$ cat config.mk
export PLATFORM = sky130hd
export DESIGN_NAME = soc_fpga_intf_jtag_master
export DESIGN_NICKNAME = d
export VERILOG_FILES = /design/src/rtl/soc_fpga_intf_jtag_master.sv
export SDC_FILE = /design/constraint.sdc
export NUM_CORES = 1
export LEC_CHECK = 0
export ABC_AREA = 0
export CORE_ASPECT_RATIO = 1.25
export CORE_UTILIZATION = 45
export CTS_BUF_LIST = sky130_fd_sc_hd__clkbuf_4
export CTS_CLUSTER_DIAMETER = 60
export CTS_CLUSTER_SIZE = 28
export DETAILED_ROUTE_END_ITERATION = 16
export PLACE_DENSITY = 0.77
export SYNTH_ARGS = -nofsm -noshare
export SYNTH_HDL_FRONTEND = slang
export SYNTH_SLANG_ARGS = --single-unit
$ cat constraint.sdc
create_clock -name clk -period 2.2 [get_ports clk]
set_input_delay 0.22 -clock clk [delete_from_list [all_inputs] [get_ports clk]]
set_output_delay 0.22 -clock clk [all_outputs]
set_load 0.01 [all_outputs]
$ cat src/rtl/soc_fpga_intf_jtag_master.sv
// Boot-JTAG master: shifts up to DATA_W TMS/TDI bits on a divided TCK and captures TDO.
// Optional TRSTN pulse sequencing is enabled by defining JTAG_MASTER_TRST_EN.
module soc_fpga_intf_jtag_master #(
  parameter int DATA_W      = 32,
  parameter int LEN_W       = 6,
  parameter int CLK_DIV     = 4,
  parameter int TRST_CYCLES = 8
) (
  input  logic              clk,
  input  logic              rst_n,
  input  logic              boot_jtag_en,
  input  logic              start,
  input  logic              trst_req,
  input  logic [LEN_W-1:0]  len,
  input  logic [DATA_W-1:0] tms_vec,
  input  logic [DATA_W-1:0] tdi_vec,
  output logic [DATA_W-1:0] tdo_vec,
  output logic              busy,
  output logic              done,
  output logic              abort,
  output logic              boot_jtag_tck,
  output logic              boot_jtag_tms,
  output logic              boot_jtag_tdi,
  input  logic              boot_jtag_tdo,
  output logic              boot_jtag_trstn
);

  typedef enum logic [2:0] {
    IDLE,
    TLOW,
    THIGH,
`ifdef JTAG_MASTER_TRST_EN
    TRST,
`endif
    FIN
  } state_t;

  localparam int               CNT_W    = 16;
  localparam logic [CNT_W-1:0] DIV_LAST = CNT_W'(CLK_DIV - 1);
  localparam logic [LEN_W-1:0] LEN_MAX  = LEN_W'(DATA_W);

`ifdef JTAG_MASTER_TRST_EN
  localparam logic [CNT_W-1:0] TRST_LAST = CNT_W'(TRST_CYCLES - 1);
`else
  logic unused_trst;
  assign unused_trst = trst_req ^ (TRST_CYCLES == 0);
`endif

  state_t            state;
  logic [CNT_W-1:0]  cnt;
  logic [LEN_W-1:0]  len_q;
  logic [LEN_W-1:0]  idx;
  logic [DATA_W-1:0] tms_q;
  logic [DATA_W-1:0] tdi_q;

  logic [LEN_W-1:0]  len_clamped;
  logic [DATA_W-1:0] tms_nxt;
  logic [DATA_W-1:0] tdi_nxt;
  logic [DATA_W-1:0] tdo_bit;

  // Latched vectors shift right so the bit on the pins is always bit 0.
  assign len_clamped = (len > LEN_MAX) ? LEN_MAX : len;
  assign tms_nxt     = tms_q >> 1;
  assign tdi_nxt     = tdi_q >> 1;
  assign tdo_bit     = DATA_W'(boot_jtag_tdo) << idx;

  always_ff @(posedge clk or negedge rst_n) begin
    if (!rst_n) begin
      state           <= IDLE;
      cnt             <= '0;
      len_q           <= '0;
      idx             <= '0;
      tms_q           <= '0;
      tdi_q           <= '0;
      tdo_vec         <= '0;
      busy            <= 1'b0;
      done            <= 1'b0;
      abort           <= 1'b0;
      boot_jtag_tck   <= 1'b0;
      boot_jtag_tms   <= 1'b1;
      boot_jtag_tdi   <= 1'b0;
      boot_jtag_trstn <= 1'b1;
    end else begin
      done  <= 1'b0;
      abort <= 1'b0;
      // Losing the enable in any active phase parks the TAP pins and drops the request.
      if (state != IDLE && state != FIN && !boot_jtag_en) begin
        state           <= IDLE;
        cnt             <= '0;
        busy            <= 1'b0;
        abort           <= 1'b1;
        boot_jtag_tck   <= 1'b0;
        boot_jtag_tms   <= 1'b1;
        boot_jtag_trstn <= 1'b1;
      end else begin
        case (state)
          IDLE: begin
`ifdef JTAG_MASTER_TRST_EN
            if (boot_jtag_en && trst_req) begin
              state           <= TRST;
              cnt             <= '0;
              busy            <= 1'b1;
              boot_jtag_tck   <= 1'b0;
              boot_jtag_tms   <= 1'b1;
              boot_jtag_trstn <= 1'b0;
            end else
`endif
            if (boot_jtag_en && start) begin
              tdo_vec <= '0;
              len_q   <= len_clamped;
              tms_q   <= tms_vec;
              tdi_q   <= tdi_vec;
              idx     <= '0;
              cnt     <= '0;
              if (len_clamped == '0) begin
                done <= 1'b1;
              end else begin
                state         <= TLOW;
                busy          <= 1'b1;
                boot_jtag_tck <= 1'b0;
                boot_jtag_tms <= tms_vec[0];
                boot_jtag_tdi <= tdi_vec[0];
              end
            end
          end
          TLOW: begin
            if (cnt == DIV_LAST) begin
              cnt           <= '0;
              state         <= THIGH;
              boot_jtag_tck <= 1'b1;
              tdo_vec       <= tdo_vec | tdo_bit;
            end else begin
              cnt <= cnt + CNT_W'(1);
            end
          end
          THIGH: begin
            if (cnt == DIV_LAST) begin
              cnt           <= '0;
              boot_jtag_tck <= 1'b0;
              if (idx == len_q - LEN_W'(1)) begin
                state <= FIN;
                done  <= 1'b1;
                busy  <= 1'b0;
              end else begin
                state         <= TLOW;
                idx           <= idx + LEN_W'(1);
                tms_q         <= tms_nxt;
                tdi_q         <= tdi_nxt;
                boot_jtag_tms <= tms_nxt[0];
                boot_jtag_tdi <= tdi_nxt[0];
              end
            end else begin
              cnt <= cnt + CNT_W'(1);
            end
          end
`ifdef JTAG_MASTER_TRST_EN
          TRST: begin
            if (cnt == TRST_LAST) begin
              cnt             <= '0;
              state           <= FIN;
              done            <= 1'b1;
              busy            <= 1'b0;
              boot_jtag_trstn <= 1'b1;
            end else begin
              cnt <= cnt + CNT_W'(1);
            end
          end
`endif
          FIN:     state <= IDLE;
          default: state <= IDLE;
        endcase
      end
    end
  end

endmodule

==> run_results.csv <==
group,metric,value,unit
routing,ant_nets,0,
timing,min_period,2.22,ns
timing,setup_viol,35,
grt,use_met1,27.1,%
setup_path,cp-start-kind,"register",
routing,vias,5245,
timing,setup_tns,-0.382,ns
outcome,failed_checks,"negative setup slack",
timing,finalCritPeriodShare,101,%
cells_and_area,layout_common_cells,"dfrtp_1, clkdlybuf4s50_1, a221o_1, nand2_1, and2_1",
cells_and_area,antenna_cells,0,
die,fp-row-count,47,
power,power_density,1000,nW/um^2
setup_path,timing.reg2reg.setup_slack,-0.02,ns
die,io_pins,115,
cts,clkSinkCount,130,
job,maxCapViolCount,0,
cts,cts_made_buffers,17,
timing,fmax,0.450,GHz
grt,grt_pass1_wl,24.4,mm
grt,grt_max_degree,62,
setup_path,r2r-start,"len_q[0]$_DFFE_PN0P_",
cts,clk_pin_slew,0.12,ns
synthesis,syn-num-nets,650,
die,die_w,106,microns
setup_path,cp.arrival,2.69,ns
grt,met3_usage,5.83,%
setup_path,cp_max_fo,17,
synthesis,yosysTopAreaCell,"dfrtp_1",
synthesis,synthesis.instances,567,
timing,finalHoldViolCount,0,
power,ir_drop,0.000552,V
routing,drc,0,
synthesis,synthTopCellsByArea,"dfrtp_1, a221o_1, and2_1",
timing,setup_slack,-0.0229,ns
cells_and_area,drive_gt1_share,19.8,%
synthesis,async_flop_share,100,%
synthesis,synth_edf_count,0,
cts,cts_tree,"yes",
grt,antenna_found_initial,0,
cells_and_area,fin_util,64.2,%
power,power.total,8.51,mW
place,place_area,7730,sq um
routing,first_pass_iters,5,
worst_hold_path,worstHoldPathType,"primary input to asynchronous set/reset pin",
cells_and_area,fin_nets,824,
routing,drt_wl_total,15.9,mm
timing,grt_setup_unrepaired,"yes",
cts,clk_latency,0.53,ns
die,start_util,46.0,%
power,p_leak,3.74,nW
setup_path,cp-end-kind,"register",
cells_and_area,area_growth,39.7,%
place,place_ws,-0.205,ns
cells_and_area,final_area,8500,sq um
routing,drt_iter0_markers,300,
setup_path,rr_endpoint,"tdi_q[13]$_DFFE_PN0P_",
setup_path,r2r_cells,10,
timing,tightest_slew,0.629,ns
routing,vias_per_cell,5.67,
outcome,outcome,"finished with violations",
synthesis,yosysWarnings,0,
synthesis,avgSynthCellArea,10.7,sq um
place,routabilityCongestion,0.871,
cts,clockBufferDepth,2,
grt,grtUsageTotal,21.9,%
routing,post_drt_wl_per_cell,17.2,microns
timing,relSlewSlack,58.1,%
cells_and_area,final_common_cell,"dfrtp_1",
die,core,13200,sq um
grt,busiest_layer,"met2",
timing,drv_slew,0,
cts,cts_max_level,4,
synthesis,ys_ff_latch,130,
timing,finClkSkew,0.0143,ns
synthesis,synth_ff_type,"dfrtp_1",
grt,grt_overflow_total,0,
setup_path,crit_type,"register to register",
synthesis,syn_area,6080,sq um
synthesis,ys_types,55,
die,die-area,14000,sq um
grt,grt_pass1_vias,5163,
cts,cts-root-buf,"clkbuf_4",
die,chipHeight,132,microns
synthesis,ys_seq_area_share,53.5,%
place,io_buffers,112,
place,hpwlAfterDp,9.90,mm
setup_path,worstPathRequired,2.67,ns
grt,gr-usage-met2,36.6,%
synthesis,synth_top_area_share,53.1,%
==> timing repair <==
action	CTS	global route
cloned	1	10
endpoints found under the setup margin	84	98
gates resized for setup	20	30
hold buffers	1	0
buffers inserted	6	7
hold endpoints to repair	43	0
pin swaps	9	18
==> worst max-delay path, cell delays in order (launching register included) <==
cell	delay, ns
dfrtp_1	0.40
inv_1	0.06
ha_1	0.31
xnor2_1	0.13
nor2_1	0.17
nand4b_4	0.16
buf_6	0.16
o31ai_4	0.25
buf_12	0.19
buf_12	0.15
a221o_1	0.17
==> power breakdown <==
part / leakage (nW) / switching, mW / internal [mW] / total, mW
combinational: 1.87 / 1.57 / 1.85 / 3.41
clock: 0.145 / 0.918 / 0.698 / 1.62
sequential: 1.72 / 0.454 / 3.02 / 3.48
total: 3.74 / 2.94 / 5.57 / 8.51
==> flip-flops by register name (all words and copies together) (netlist names), 2 cells and up <==
name	flops
idx	6
tdo_vec	32
state	2
len_q	6
tdi_q	31
cnt	16
tms_q	31
==> cells in the mapped netlist (4+ instances only) <==
master	n
a21oi_1	8
a221o_1	61
and2_1	60
buf_2	9
buf_6	6
clkbuf_1	19
dfrtp_1	129
ha_1	7
inv_1	9
mux2_2	4
nand2_1	62
nand2b_1	13
nand3_1	16
nand4_1	6
nor2_1	24
nor2b_1	8
nor3_1	7
nor4_1	4
nor4_2	4
o21ai_0	48
xnor2_1	5
xor2_1	13
==> worst max path at each step <==
stage	startpoint	to
final	len_q[0]$_DFFE_PN0P_	tdi_q[13]$_DFFE_PN0P_
after global routing	len_q[0]$_DFFE_PN0P_	tdi_q[24]$_DFFE_PN0P_
after CTS	state[1]$_DFFE_PN0P_	state[0]$_DFFE_PN0P_
after detailed placement	state[1]$_DFFE_PN0P_	state[0]$_DFFE_PN0P_
after global placement	state[0]$_DFFE_PN0P_	state[0]$_DFFE_PN0P_
after floorplan	state[0]$_DFFE_PN0P_	state[0]$_DFFE_PN0P_
==> metrics by stage <==
stage / hold slack, ns / instances
2_1_floorplan: -0.0756 / 567
3_3_place_gp: 0.267 / 869
3_5_place_dp: 0.280 / 869
4_1_cts: 0.257 / 909
5_1_grt: 0.306 / 925
6_report: 0.261 / 925
==> routing by layer <==
layer	vias up	share of wire (%)
li1	2410	-
met1	2586	40
met2	213	51
met3	36	5.9
met4	0	2.4
met5	-	0
==> final cells by class <==
cell class	instances	area, sq um
inverter	9	33.8
sequential	130	3260
multi-input combinational	392	2770
tap	171	214
timing repair buffer	191	1940
fill	1006	4730
clock buffer	19	143
clock inverter	13	136
==> cell families (layout without fill, tap and decap cells) <==
kind of cell	count (synthesis)	after routing	synth area share, %
buf+inv	45	232	3.76
flops	130	130	53.5
compound gates	136	136	17.2
simple gates	224	224	20.3
xor+xnor	18	18	2.59
other cells	1	1	0.0616
fa+ha+maj	7	7	1.44
mux	6	6	1.07
Power figures use the tool's default switching activity.
